**src/rtl/beta_trap_pkg.sv**
```systemverilog
`default_nettype none
// ============================================================================
// Module   : beta_trap_pkg
// Purpose  : Shared encodings for the Beta trap sequencer (PC mux codes,
//            cause codes, FSM states, vector offsets).
// Revision : 1.0  initial release
// ============================================================================
package beta_trap_pkg;

    localparam logic [1:0]  PC_NEXT       = 2'b00;
    localparam logic [1:0]  PC_IRQ        = 2'b01;
    localparam logic [1:0]  PC_ILLOP      = 2'b10;

    localparam logic [4:0]  CAUSE_ILLOP   = 5'd0;

    localparam logic [31:0] VEC_OFS_ILLOP = 32'd4;
    localparam logic [31:0] VEC_OFS_IRQ   = 32'd8;

    typedef enum logic [0:0] {
        RUN  = 1'b0,
        SUPV = 1'b1
    } trap_state_e;

endpackage
`default_nettype wire

```
**src/rtl/beta_irq_sync.sv**
```systemverilog
`default_nettype none
// ============================================================================
// Module   : beta_irq_sync
// Purpose  : Per-channel multi-stage synchroniser with rising-edge detect.
// Revision : 1.0  initial release
// ============================================================================
module beta_irq_sync #(
    parameter int NIRQ        = 4,
    parameter int SYNC_STAGES = 2
) (
    input  logic            clk,
    input  logic            reset,
    input  logic [NIRQ-1:0] irq,
    output logic [NIRQ-1:0] s_irq,
    output logic [NIRQ-1:0] rise
);

    // Stage 0 takes the raw input; stage SYNC_STAGES-1 is the safe copy.
    logic [SYNC_STAGES-1:0][NIRQ-1:0] sync_q;
    logic [SYNC_STAGES-1:0][NIRQ-1:0] sync_d;
    logic [NIRQ-1:0]                  prev_q;
    logic [NIRQ-1:0]                  prev_d;

    always_comb begin
        sync_d = {sync_q[SYNC_STAGES-2:0], irq};
        prev_d = sync_q[SYNC_STAGES-1];
    end

    always_ff @(posedge clk or negedge reset) begin
        if (!reset) begin
            sync_q <= '0;
            prev_q <= '0;
        end else begin
            sync_q <= sync_d;
            prev_q <= prev_d;
        end
    end

    assign s_irq = sync_q[SYNC_STAGES-1];
    assign rise  = s_irq & ~prev_q;

endmodule
`default_nettype wire

```
**src/rtl/beta_trap_ctl.sv**
```systemverilog
`default_nettype none
// ============================================================================
// Module   : beta_trap_ctl
// Purpose  : Exception/interrupt sequencer for the Beta core: prioritises
//            illop and masked irq channels, drives PC mux, vector and XP write.
// Revision : 1.0  initial release
// ============================================================================
module beta_trap_ctl
    import beta_trap_pkg::*;
#(
    parameter int              NIRQ        = 4,
    parameter logic [31:0]     VEC_BASE    = 32'h8000_0000,
    parameter logic [NIRQ-1:0] EDGE_MASK   = {NIRQ{1'b1}},
    parameter logic [NIRQ-1:0] MASK_RST    = {NIRQ{1'b0}},
    parameter int              SYNC_STAGES = 2
) (
    input  logic            clk,
    input  logic            reset,
    input  logic [NIRQ-1:0] irq,
    input  logic            sup,
    input  logic            illop,
    input  logic            mask_we,
    input  logic [NIRQ-1:0] mask_wdata,
    output logic [1:0]      pc_ctl,
    output logic [31:0]     trap_vec,
    output logic            xp_we,
    output logic [NIRQ-1:0] irq_ack,
    output logic [NIRQ-1:0] pending,
    output logic [NIRQ-1:0] mask,
    output logic [4:0]      xcause
);

    logic [NIRQ-1:0] s_irq;
    logic [NIRQ-1:0] rise;
    logic [NIRQ-1:0] eligible;
    logic [NIRQ-1:0] onehot;
    logic [4:0]      sel;
    logic            found;
    logic            trap;

    logic [NIRQ-1:0] pend_q,     pend_d;
    logic [NIRQ-1:0] mask_q,     mask_d;
    logic [4:0]      xcause_q,   xcause_d;
    logic            sup_prev_q, sup_prev_d;
    trap_state_e     state_q,    state_d;

    beta_irq_sync #(
        .NIRQ        (NIRQ),
        .SYNC_STAGES (SYNC_STAGES)
    ) u_sync (
        .clk   (clk),
        .reset (reset),
        .irq   (irq),
        .s_irq (s_irq),
        .rise  (rise)
    );

    // Level channels bypass the latch entirely; their pend_q bits stay zero.
    assign pending  = (pend_q & EDGE_MASK) | (s_irq & ~EDGE_MASK);
    assign eligible = pending & ~mask_q;
    assign mask     = mask_q;
    assign xcause   = xcause_q;

    always_comb begin
        found  = 1'b0;
        sel    = '0;
        onehot = '0;
        for (int k = 0; k < NIRQ; k++) begin
            if (eligible[k] && !found) begin
                found     = 1'b1;
                sel       = 5'(k);
                onehot[k] = 1'b1;
            end
        end
    end

    always_comb begin
        pc_ctl     = PC_NEXT;
        trap_vec   = VEC_BASE;
        xp_we      = 1'b0;
        irq_ack    = '0;
        trap       = 1'b0;
        xcause_d   = xcause_q;
        mask_d     = mask_we ? mask_wdata : mask_q;
        sup_prev_d = sup;
        state_d    = state_q;

        // Outputs are forced idle while reset is held, even if illop is set.
        if (reset) begin
            if (illop) begin
                pc_ctl   = PC_ILLOP;
                trap_vec = VEC_BASE + VEC_OFS_ILLOP;
                xp_we    = 1'b1;
                trap     = 1'b1;
                xcause_d = CAUSE_ILLOP;
            end else if ((state_q == RUN) && !sup && found) begin
                pc_ctl   = PC_IRQ;
                trap_vec = VEC_BASE + VEC_OFS_IRQ + {25'd0, sel, 2'b00};
                xp_we    = 1'b1;
                irq_ack  = onehot;
                trap     = 1'b1;
                xcause_d = sel + 5'd1;
            end
        end

        pend_d = ((pend_q & ~irq_ack) | rise) & EDGE_MASK;

        // SUPV holds off irqs until the kernel return drops ia[31].
        case (state_q)
            RUN:     if (trap) state_d = SUPV;
            SUPV:    if (!trap && !sup && sup_prev_q) state_d = RUN;
            default: state_d = RUN;
        endcase
    end

    always_ff @(posedge clk or negedge reset) begin
        if (!reset) begin
            pend_q     <= '0;
            mask_q     <= MASK_RST;
            xcause_q   <= CAUSE_ILLOP;
            sup_prev_q <= 1'b0;
            state_q    <= RUN;
        end else begin
            pend_q     <= pend_d;
            mask_q     <= mask_d;
            xcause_q   <= xcause_d;
            sup_prev_q <= sup_prev_d;
            state_q    <= state_d;
        end
    end

endmodule
`default_nettype wire

```
**config.mk**
```make
export PLATFORM = sky130hd
export DESIGN_NAME = beta_trap_ctl
export DESIGN_NICKNAME = d
export VERILOG_FILES = /design/src/rtl/beta_trap_pkg.sv /design/src/rtl/beta_irq_sync.sv /design/src/rtl/beta_trap_ctl.sv
export SDC_FILE = /design/constraint.sdc
export NUM_CORES = 1
export LEC_CHECK = 0
export ABC_AREA = 0
export CAP_MARGIN = 20
export CORE_MARGIN = 2
export CORE_UTILIZATION = 36
export DETAILED_ROUTE_END_ITERATION = 12
export PLACE_DENSITY = 0.76
export SYNTH_ARGS = -nofsm -noshare
export SYNTH_HDL_FRONTEND = slang
export SYNTH_HIERARCHICAL = 1
export SYNTH_SLANG_ARGS = --single-unit
```
**constraint.sdc**
```tcl
create_clock -name clk -period 1.45 [get_ports clk]
set_input_delay 0.29 -clock clk [delete_from_list [all_inputs] [get_ports clk]]
set_output_delay 0.29 -clock clk [all_outputs]
set_load 0.005 [all_outputs]
```
==> results of run 1 <==
[report_power, final]
| group | internal (W) | switching (W) |
|---|---|---|
| Sequential | 0.000752 | 0.0000343 |
| Combinational | 0.000292 | 0.000224 |
| Clock | 0.000107 | 0.000194 |
| Total | 0.00115 | 0.000452 |
[logic make-up (layout without fill, tap and decap cells)]
| logic type | count (synthesis) | count (layout) | share of synthesized area |
|---|---|---|---|
| buf+inv | 35 | 81 | 0.1934 |
| simple gates | 29 | 29 | 0.1710 |
| flops | 25 | 25 | 0.4859 |
| compound gates | 14 | 14 | 0.08358 |
| mux | 6 | 6 | 0.05053 |
| other cells | 2 | 31 | 0.005833 |
| fa+ha+maj | 1 | 1 | 0.009717 |
[layer usage]
layer	vias to the layer above	global-route usage
met5	-	0
met3	8	0.02113
met2	61	0.2695
met1	485	0.1819
li1	455	-
met4	0	0.04076
[sequential cells by signal, indices dropped and copies added, names as in the netlist]
signal and cells:
state_q 1, u_sync/prev_q 4, u_sync/s_irq 4, u_sync/sync_d 4, xcause 3, sup_prev_q 1, pending 4, mask 4
[repair_timing]
item                                    in CTS  in global routing
endpoints found under the setup margin      28                 22
pin swaps                                    9                  8
gates resized for setup                     91                 14
buffers inserted                            18                  8
[worst max path at each step]
stage                        to  slack [ns]
floorplan           trap_vec[4]       -0.03
global placement    trap_vec[4]       -0.99
detailed placement   irq_ack[2]       -1.06
CTS                 trap_vec[4]       -0.64
global route        trap_vec[2]       -0.71
finish              trap_vec[2]       -0.64
[cell usage in the layout, fill, tap and decap left out, types with 2 or more instances in the layout]
master                            Yosys  final
sky130_fd_sc_hd__conb_1               2     31
sky130_fd_sc_hd__dfrtp_1             25     25
sky130_fd_sc_hd__buf_4               31     25
sky130_fd_sc_hd__buf_6                0     19
sky130_fd_sc_hd__clkdlybuf4s50_1      0      9
sky130_fd_sc_hd__buf_2                0      9
sky130_fd_sc_hd__dlygate4sd2_1        0      8
sky130_fd_sc_hd__nor2_1               7      5
sky130_fd_sc_hd__mux2_2               4      4
sky130_fd_sc_hd__nor2b_4              4      4
sky130_fd_sc_hd__nand2b_4             0      3
sky130_fd_sc_hd__inv_1                3      3
sky130_fd_sc_hd__nand2b_1             7      3
sky130_fd_sc_hd__clkbuf_4             0      3
sky130_fd_sc_hd__nand2b_2             1      2
sky130_fd_sc_hd__nor2b_1              2      2
sky130_fd_sc_hd__nor2_4               0      2
sky130_fd_sc_hd__o21ai_2              0      2
sky130_fd_sc_hd__a21oi_2              0      2
sky130_fd_sc_hd__o22ai_1              2      2
sky130_fd_sc_hd__clkdlybuf4s15_1      0      2
sky130_fd_sc_hd__clkbuf_2             1      2
[metrics by stage]
stage               setup slack (ns)  setup TNS (ns)  cell area, µm²
finish                       -0.6410          -6.390            1983
detailed placement            -1.059          -13.00            1727
floorplan                   -0.03001         -0.1099            1426
global route                 -0.7138          -7.593            1983
CTS                          -0.6439          -6.350            1934
global placement             -0.9855          -12.35            1727
[cell type report]
class                   count  area share
clock buffers               4     0.01325
inverters                   3    0.005678
multi-input cells          81      0.3155
flip-flops and latches     25      0.3155
well taps                  46     0.02902
repair buffers             74      0.3211
==> tab_implementation.tex, run 1 <==
\begin{tabular}{lr}
\hline
Metric & Value \\
\hline
\multicolumn{2}{l}{\textbf{Status}} \\
\quad Status & complete, but fails checks \\
\quad Violations in the final reports & negative setup slack \\
\multicolumn{2}{l}{\textbf{Worst setup path}} \\
\quad Flop2flop setup slack & -0.34 ns \\
\quad Data arrival time at the worst-slack endpoint & 1.80 ns \\
\quad Category of the worst setup path launch point & flop \\
\quad Destination of the worst register-to-register timing path & xcause[2] \\
\quad Worst r2r src & state\_q \\
\quad CP Launch Point & state\_q \\
\quad Crit path buf inv count & 3 \\
\quad Critical Path Slowest Stage Cell & sky130\_fd\_sc\_hd\_\_dfrtp\_1 \\
\quad Top Family by Delay on Critical Path & flip-flops \\
\quad Worst R2R Path Depth & 7 \\
\quad CP cell instances & buf\_4 > or3b\_4 > a41oi\_4 > buf\_6 > a31o\_4 > buf\_6 \\
\quad Worst Path Max Fanout & 3 \\
\quad Crit Path Class & flop to primary output \\
\quad Slowest stage delay, CP & 0.42 ns \\
\quad Instance count on the critical path & 6 \\
\quad Critical path's most frequent cell & sky130\_fd\_sc\_hd\_\_buf\_6 \\
\quad CP required & 1.16 ns \\
\quad Critical Path Sink Type & primary output \\
\multicolumn{2}{l}{\textbf{Cells and area}} \\
\quad Fraction of final layout cells with drive strength greater than 1 & 0.4759 \\
\quad Inserted Diodes & 0 \\
\quad Area of the multi-input gates & 625.6 µm² \\
\quad Area occupied by registers & 625.6 µm² \\
\quad FILL cells & 277 \\
\quad Final core utilization & 0.5851 \\
\quad Number of nets at the end of the flow & 202 \\
\quad Filler-free cell count of the finished design & 233 \\
\quad Area added between synthesis and finish & 54.03\% \\
\multicolumn{2}{l}{\textbf{Drt}} \\
\quad DRT met1 WL & 1163 µm \\
\quad Total number of vias & 1009 \\
\quad Count of nets left with antenna violations after detail routing & 0 \\
\quad First drt pass iteration count & 4 \\
\quad Number of DRC violations after detailed routing & 0 \\
\quad Total met2 wirelength after detailed routing & 1440 µm \\
\quad Final routed wirelength across all metal layers & 2844 µm \\
\quad Ratio of routed vias to standard cells & 4.330 \\
\quad DRC marker count from the first detailed-route iteration & 16 \\
\quad Wire per inst & 12.21 µm \\
\quad Detail Route met3 WL & 191 µm \\
\quad Top layer reached by signal wires & met4 \\
\multicolumn{2}{l}{\textbf{Yosys}} \\
\quad Number of standard cells after synthesis & 112 \\
\quad Post-synth cell types & 30 \\
\quad Leading cell types by total area after synthesis & sky130\_fd\_sc\_hd\_\_dfrtp\_1 49\%, sky130\_fd\_sc\_hd\_\_buf\_4 18\%, sky130\_fd\_sc\_hd\_\_nor2b\_4 4.3\% \\
\quad Post-synthesis register bit count & 25 \\
\quad Post-synth top area cell & sky130\_fd\_sc\_hd\_\_dfrtp\_1 \\
\quad Leading post-synthesis cells by instance count & 31 x sky130\_fd\_sc\_hd\_\_buf\_4, 25 x sky130\_fd\_sc\_hd\_\_dfrtp\_1, 7 x sky130\_fd\_sc\_hd\_\_nand2b\_1, 7 x sky130\_fd\_sc\_hd\_\_nor2\_1 \\
\quad Portion of the post-synthesis area used by sequential elements & 0.4859 \\
\quad Total standard cell area after synthesis & 1287 µm² \\
\quad Share of the synthesized area in the top cell type & 0.4859 \\
\quad Syn. warnings & 6 \\
\quad Library cell with the highest instance count after synthesis & sky130\_fd\_sc\_hd\_\_buf\_4 \\
\quad EDFF count, synth & 0 \\
\quad Avg Inst Size Synth & 11.50 µm² \\
\quad Commonest register cell after synthesis & sky130\_fd\_sc\_hd\_\_dfrtp\_1 \\
\quad Share of synthesized flip-flops with an asynchronous set or reset & 1.000 \\
\multicolumn{2}{l}{\textbf{GRT}} \\
\quad Leftover overflow at the end of global routing & 0 \\
\quad Largest net degree at the start of global routing & 21 \\
\quad Via count of the first global-routing pass & 1017 \\
\quad First-pass GRT wire length & 4754 µm \\
\quad Number of antenna violations at the first check in global routing & 0 \\
\quad Global-route total usage across every layer & 0.1483 \\
\multicolumn{2}{l}{\textbf{CTS}} \\
\quad Clock latency of the later-clocked register in the worst-skew pair & 0.31 ns \\
\quad Number of hold-repair buffers added at the cts stage & 0 \\
\quad Clock tree sinks & 25 \\
\quad Clock buffer count from CTS & 3 \\
\quad Root Buffer Master & sky130\_fd\_sc\_hd\_\_clkbuf\_4 \\
\quad Maximum level of the CTS H-tree & 1 \\
\quad Clock edge transition at the registers on the reported setup and hold paths & 0.13 ns \\
\quad CTS tree & built \\
\quad Clock Tree Buf Depth & 2 \\
\multicolumn{2}{l}{\textbf{Power and ir drop}} \\
\quad Worst ir drop on vdd & 492.2 µV \\
\quad Total power density per cell area & 808.8 nW/µm² \\
\quad Power, Total & 0.001604 W \\
\quad Leakage component of the power & 0.9842 nW \\
\multicolumn{2}{l}{\textbf{Place}} \\
\quad Number of buffer cells added on primary ports & 33 \\
\quad Gp weighted congestion & 0.7827 \\
\quad Placed cell count & 208 \\
\quad Post-DP HPWL & 1921 µm \\
\multicolumn{2}{l}{\textbf{Run}} \\
\quad \# Max-Cap Violations & 0 \\
\multicolumn{2}{l}{\textbf{Floorplanning}} \\
\quad Floorplan die height & 63.80 µm \\
\quad Effective utilization at floorplan & 0.3798 \\
\quad Cell row count & 21 \\
\quad Area of the die & 4070 µm² \\
\quad \# IOs & 65 \\
\quad X dimension of the die & 63.80 µm \\
\quad Placeable core area & 3390 µm² \\
\multicolumn{2}{l}{\textbf{Timing}} \\
\quad Final hold violation count & 0 \\
\quad Setup skew after layout & 0.007845 ns \\
\quad Maximum clock frequency & 478.2 MHz \\
\quad Final critical path time including I/O delays and setup & 2.091 ns \\
\quad Final setup viols & 16 \\
\quad Fin crit share & 1.442 \\
\quad Unrepaired setup endpoints after global routing & true \\
\quad Max-slew violations & 0 \\
\quad Worst hold-check slack & 0.1044 ns \\
\quad Post-layout worst setup margin & -0.6410 ns \\
\multicolumn{2}{l}{\textbf{Worst hold path}} \\
\quad Hold Crit Class & primary input to async pin \\
\hline
\end{tabular}
No activity file was read; power rests on OpenSTA's default activity.
==> run 2: changes to the inputs <==
CORE_ASPECT_RATIO = 1.4   (was not set)
CORE_MARGIN = not set   (was 2)
CTS_CLUSTER_DIAMETER = 40   (was not set)
==> tab_implementation.tex, run 2 (same netlist as run 1, synthesis figures left out) <==
\begin{tabular}{lr}
\hline
Metric & Value \\
\hline
\multicolumn{2}{l}{\textbf{Power and ir drop}} \\
\quad Power share of the clock group & 0.247 \\
\quad Power, Total & 0.001684 W \\
\quad Worst ir drop on vdd & 780.6 µV \\
\quad Cell Int Power & 0.001221 W \\
\quad Combinational share of power & 0.284 \\
\quad Total power density per cell area & 856.7 nW/µm² \\
\quad Switching part of the total power & 0.2749 \\
\quad Net switching power & 0.0004628 W \\
\quad Sequential Power Share & 0.470 \\
\quad Leakage component of the power & 0.9976 nW \\
\multicolumn{2}{l}{\textbf{Floorplanning}} \\
\quad Area of the die & 3823 µm² \\
\quad Effective utilization at floorplan & 0.3776 \\
\quad Cell row count & 25 \\
\quad X dimension of the die & 52.54 µm \\
\quad Placeable core area & 3410 µm² \\
\quad \# IOs & 65 \\
\quad Floorplan die height & 72.76 µm \\
\multicolumn{2}{l}{\textbf{CTS}} \\
\quad Root Buffer Master & sky130\_fd\_sc\_hd\_\_clkbuf\_8 \\
\quad Clock buffer count from CTS & 3 \\
\quad Clock tree sinks & 25 \\
\quad Clock latency of the later-clocked register in the worst-skew pair & 0.28 ns \\
\quad Number of hold-repair buffers added at the cts stage & 0 \\
\quad Clock Tree Buf Depth & 2 \\
\quad Maximum level of the CTS H-tree & 1 \\
\quad CTS tree & built \\
\quad Clock edge transition at the registers on the reported setup and hold paths & 0.08 ns \\
\multicolumn{2}{l}{\textbf{Cells and area}} \\
\quad Most frequent standard cell in the layout excluding fill and tap cells & sky130\_fd\_sc\_hd\_\_conb\_1 \\
\quad Area added between synthesis and finish & 52.67\% \\
\quad Fraction of final layout cells with drive strength greater than 1 & 0.4378 \\
\quad Inserted Diodes & 0 \\
\quad Final core utilization & 0.5765 \\
\quad Number of nets at the end of the flow & 200 \\
\quad Most frequent cells in the layout & 31 x sky130\_fd\_sc\_hd\_\_conb\_1, 26 x sky130\_fd\_sc\_hd\_\_buf\_4, 25 x sky130\_fd\_sc\_hd\_\_dfrtp\_1 \\
\multicolumn{2}{l}{\textbf{Worst setup path}} \\
\quad Worst Path Max Fanout & 5 \\
\quad Crit Path Class & flop to primary output \\
\quad Critical Path Sink Type & primary output \\
\quad Category of the worst setup path launch point & flop \\
\quad Data arrival time at the worst-slack endpoint & 1.79 ns \\
\quad CP required & 1.16 ns \\
\multicolumn{2}{l}{\textbf{Timing}} \\
\quad Max-slew violations & 0 \\
\quad Fin crit share & 1.433 \\
\quad Unrepaired setup endpoints after global routing & true \\
\quad Post-layout worst setup margin & -0.6284 ns \\
\quad Setup\_tns & -5.971 ns \\
\quad Final setup viols & 16 \\
\quad Maximum clock frequency & 481.1 MHz \\
\quad Setup skew after layout & 0.004424 ns \\
\quad Final hold violation count & 0 \\
\quad Final critical path time including I/O delays and setup & 2.078 ns \\
\multicolumn{2}{l}{\textbf{Drt}} \\
\quad Wire per inst & 13.08 µm \\
\quad Total number of vias & 985 \\
\quad Count of nets left with antenna violations after detail routing & 0 \\
\quad First drt pass iteration count & 4 \\
\quad DRC marker count from the first detailed-route iteration & 20 \\
\quad Ratio of routed vias to standard cells & 4.378 \\
\quad Final routed wirelength across all metal layers & 2943 µm \\
\quad Number of DRC violations after detailed routing & 0 \\
\multicolumn{2}{l}{\textbf{GRT}} \\
\quad Number of antenna violations at the first check in global routing & 0 \\
\quad Leftover overflow at the end of global routing & 0 \\
\quad Global-route total usage across every layer & 0.1570 \\
\quad Via count of the first global-routing pass & 952 \\
\quad First-pass GRT wire length & 4250 µm \\
\quad Largest net degree at the start of global routing & 22 \\
\multicolumn{2}{l}{\textbf{Run}} \\
\quad \# Max-Cap Violations & 0 \\
\multicolumn{2}{l}{\textbf{Status}} \\
\quad Violations in the final reports & negative setup slack \\
\quad Status & complete, but fails checks \\
\multicolumn{2}{l}{\textbf{Place}} \\
\quad Gp weighted congestion & 0.7623 \\
\quad DP Worst Slack & -0.9926 ns \\
\quad Post-DP HPWL & 1981 µm \\
\quad Number of buffer cells added on primary ports & 33 \\
\multicolumn{2}{l}{\textbf{Worst hold path}} \\
\quad Hold Crit Class & primary input to async pin \\
\hline
\end{tabular}
[run 2: cell type report]
cell class | instances | area [µm²]
clock buffers | 4 | 45.04
fillers | 278 | 1444
inverters | 3 | 11.26
multi-input cells | 81 | 606.8
flip-flops and latches | 25 | 625.6
well taps | 40 | 50.05
repair buffers | 72 | 626.9
[run 2: critical path, stage by stage, from the launching register on]
cell,delay [ns]
sky130_fd_sc_hd__dfrtp_1,0.40
sky130_fd_sc_hd__or4b_4,0.58
sky130_fd_sc_hd__nand3b_4,0.20
sky130_fd_sc_hd__buf_6,0.13
sky130_fd_sc_hd__a21oi_2,0.09
sky130_fd_sc_hd__buf_2,0.12
[run 2: final timing paths]
path | slack (ns) | endpoint | cells past startpoint | startpoint
worst min register to register | 0.36 | u_sync/s_irq[0] | 0 | u_sync/sync_d[4]
worst max register to register | -0.37 | pending[3] | 7 | state_q
max in group asynchronous | 1.09 | mask[0] | 2 | reset
min in group clk | 0.32 | sup_prev_q | 1 | sup
worst max-delay path | -0.63 | trap_vec[4] | 5 | state_q
worst min-delay path | 0.15 | mask[1] | 2 | reset
[run 2: routing by layer]
metal | track usage | wire (µm) | vias to the layer above
met5 | 0 | 0 | -
met3 | 0.02917 | 158 | 5
li1 | - | - | 450
met2 | 0.2940 | 1660 | 51
met1 | 0.1582 | 1060 | 479
met4 | 0.07895 | 64 | 0
[run 2: repair_timing]
item | in CTS | in global routing
gates resized for setup | 71 | 17
endpoints found under the setup margin | 27 | 19
buffers inserted | 13 | 8
pin swaps | 8 | 9
[run 2: power by group through the flow]
stage / Sequential (W) / Combinational, W / Clock (W)
3_5_place_dp: 0.000804 / 0.000410 / 0
6_report: 0.000791 / 0.000478 / 0.000416
3_3_place_gp: 0.000800 / 0.000399 / 0
5_1_grt: 0.000797 / 0.000521 / 0.000450
2_1_floorplan: 0.000804 / 0.000225 / 0
4_1_cts: 0.000789 / 0.000443 / 0.000423
[run 2: metrics by stage]
| step | hold slack, ns | instances | cell area (µm²) |
|---|---|---|---|
| 2_1_floorplan | -0.005591 | 141 | 1426 |
| 3_3_place_gp | 0.3343 | 205 | 1742 |
| 3_5_place_dp | 0.3396 | 205 | 1742 |
| 4_1_cts | 0.1525 | 221 | 1907 |
| 5_1_grt | 0.1908 | 225 | 1966 |
| 6_report | 0.1539 | 225 | 1966 |
==> run 3: changes to the inputs <==
CORE_UTILIZATION = 55   (was 36)
DONT_BUFFER_PORTS = 1   (was not set)
PLACE_DENSITY = 0.73   (was 0.76)
==> tab_implementation.tex, run 3 (same netlist as run 1, synthesis figures left out) <==
\begin{tabular}{lr}
\hline
Metric & Value \\
\hline
\multicolumn{2}{l}{\textbf{Worst setup path}} \\
\quad Worst r2r src & state\_q \\
\quad Worst R2R Path Depth & 6 \\
\quad Data arrival time at the worst-slack endpoint & 1.56 ns \\
\quad Crit Path Class & flop to primary output \\
\quad Category of the worst setup path launch point & flop \\
\quad CP cell instances & or4b\_4 > nand3b\_4 > a21oi\_2 \\
\quad Destination of the worst register-to-register timing path & pending[2] \\
\quad Worst Path Max Fanout & 4 \\
\quad CP required & 1.16 ns \\
\quad Slowest stage delay, CP & 0.51 ns \\
\quad Flop2flop setup slack & -0.20 ns \\
\quad Critical Path Sink Type & primary output \\
\quad Critical Path Slowest Stage Cell & sky130\_fd\_sc\_hd\_\_or4b\_4 \\
\multicolumn{2}{l}{\textbf{Drt}} \\
\quad Wire per inst & 12.78 µm \\
\quad Ratio of routed vias to standard cells & 4.873 \\
\quad Total number of vias & 770 \\
\quad Final routed wirelength across all metal layers & 2020 µm \\
\quad DRC marker count from the first detailed-route iteration & 3 \\
\quad Number of DRC violations after detailed routing & 0 \\
\quad Count of nets left with antenna violations after detail routing & 0 \\
\quad First drt pass iteration count & 4 \\
\multicolumn{2}{l}{\textbf{CTS}} \\
\quad CTS tree & built \\
\quad Clock buffer count from CTS & 3 \\
\quad Clock Tree Buf Depth & 2 \\
\quad Clock tree sinks & 25 \\
\quad Clock latency of the later-clocked register in the worst-skew pair & 0.30 ns \\
\quad Root Buffer Master & sky130\_fd\_sc\_hd\_\_clkbuf\_4 \\
\quad Maximum level of the CTS H-tree & 1 \\
\quad Clock edge transition at the registers on the reported setup and hold paths & 0.12 ns \\
\multicolumn{2}{l}{\textbf{Timing}} \\
\quad Setup skew after layout & 0.001358 ns \\
\quad Unrepaired setup endpoints after global routing & true \\
\quad Final hold violation count & 0 \\
\quad Maximum clock frequency & 541.1 MHz \\
\quad Final critical path time including I/O delays and setup & 1.848 ns \\
\quad Fin crit share & 1.275 \\
\quad Max-slew violations & 0 \\
\quad Final setup viols & 13 \\
\quad Post-layout worst setup margin & -0.3981 ns \\
\multicolumn{2}{l}{\textbf{Floorplanning}} \\
\quad Placeable core area & 2202 µm² \\
\quad \# IOs & 65 \\
\quad Floorplan die height & 59.25 µm \\
\quad X dimension of the die & 42.89 µm \\
\quad Effective utilization at floorplan & 0.5847 \\
\quad Area of the die & 2541 µm² \\
\quad Cell row count & 20 \\
\multicolumn{2}{l}{\textbf{Cells and area}} \\
\quad Most frequent cells in the layout & 31 x sky130\_fd\_sc\_hd\_\_conb\_1, 25 x sky130\_fd\_sc\_hd\_\_dfrtp\_1, 15 x sky130\_fd\_sc\_hd\_\_buf\_4 \\
\quad Number of nets at the end of the flow & 151 \\
\quad Area added between synthesis and finish & 14.87\% \\
\quad Filler-free cell count of the finished design & 158 \\
\quad Finished layout cell area & 1479 µm² \\
\quad Fraction of final layout cells with drive strength greater than 1 & 0.3456 \\
\quad Inserted Diodes & 0 \\
\quad Most frequent standard cell in the layout excluding fill and tap cells & sky130\_fd\_sc\_hd\_\_conb\_1 \\
\multicolumn{2}{l}{\textbf{Worst hold path}} \\
\quad Number of cells on the worst hold path & 1 \\
\quad Hold Crit Class & primary input to flop \\
\quad Hold Crit Start & illop \\
\quad Hold-critical path endpoint & xcause[1] \\
\multicolumn{2}{l}{\textbf{Place}} \\
\quad Post-DP HPWL & 1449 µm \\
\quad Post-DP Area & 1314 µm² \\
\quad Number of buffer cells added on primary ports & 0 \\
\quad Placed cell count & 144 \\
\quad DP Worst Slack & -0.06703 ns \\
\quad Gp weighted congestion & 0.6635 \\
\multicolumn{2}{l}{\textbf{GRT}} \\
\quad First-pass GRT wire length & 3201 µm \\
\quad Number of antenna violations at the first check in global routing & 0 \\
\quad Global-route total usage across every layer & 0.1752 \\
\quad Leftover overflow at the end of global routing & 0 \\
\quad Via count of the first global-routing pass & 735 \\
\quad Largest net degree at the start of global routing & 26 \\
\multicolumn{2}{l}{\textbf{Status}} \\
\quad Status & complete, but fails checks \\
\quad Violations in the final reports & negative setup slack \\
\multicolumn{2}{l}{\textbf{Run}} \\
\quad \# Max-Cap Violations & 0 \\
\multicolumn{2}{l}{\textbf{Power and ir drop}} \\
\quad Total power density per cell area & 931.0 nW/µm² \\
\quad Leakage component of the power & 0.7138 nW \\
\quad Worst ir drop on vdd & 767.1 µV \\
\hline
\end{tabular}
## run 3: area by class of cell
class	count	area, µm²
clock buffer	4	26.28
fill	167	723.2
inverter	3	11.26
multi-input combinational	81	576.8
sequential	25	625.6
tap	22	27.53
timing repair buffer	23	211.5
## run 3: report_power, final
| group | total (W) | switching, W | internal [W] |
|---|---|---|---|
| clock | 0.000294 | 0.000187 | 0.000107 |
| combinational | 0.000286 | 0.000142 | 0.000144 |
| sequential | 0.000797 | 0.0000450 | 0.000752 |
| total | 0.00138 | 0.000373 | 0.00100 |
## run 3: layer usage
layer | vias up | global-route usage | share of wire
met2 | 50 | 0.2835 | 0.53
li1 | 354 | - | -
met5 | - | 0 | 0
met3 | 2 | 0.05183 | 0.086
met4 | 0 | 0.1071 | 0.0084
met1 | 364 | 0.2029 | 0.37
## run 3: worst max-delay path by stage
stage             from     endpoint  slack, ns  cells after the start
6_report       state_q  trap_vec[4]      -0.40                      3
5_1_grt        state_q  trap_vec[4]      -0.46                      3
4_1_cts        state_q  trap_vec[4]      -0.41                      3
3_5_place_dp   state_q  trap_vec[2]      -0.07                      3
3_3_place_gp   state_q  trap_vec[2]      -0.05                      3
2_1_floorplan  state_q  trap_vec[4]      -0.03                      3
## run 3: critical path: cells and delay by family, from the launching register on
family           cells  cell delay, ns
AO/OA/AOI/OAI        1            0.13
AND/OR/NAND/NOR      2            0.71
flip-flops           1            0.42
## run 3: per-stage QoR
| stage | power (W) | hold WS [ns] | utilization | setup TNS (ns) |
|---|---|---|---|---|
| final | 0.001377 | 0.05720 | 0.6716 | -3.764 |
| after global routing | 0.001457 | 0.02910 | 0.6716 | -4.553 |
| after CTS | 0.001372 | 0.05556 | 0.6534 | -3.786 |
| after detailed placement | 0.001041 | -0.004984 | 0.5966 | -0.3768 |
| after global placement | 0.001035 | -0.005011 | 0.5966 | -0.2553 |
| after floorplan | 0.001030 | -0.005591 | - | -0.1099 |
## run 3: timing repair
action / in CTS / in global routing
setup buffers: 2 / 2
hold endpoints to repair: 30 / 0
hold buffers: 6 / 0
endpoints found under the setup margin: 13 / 14
cloned: 0 / 0
resized for setup: 8 / 3
pin swaps: 3 / 1
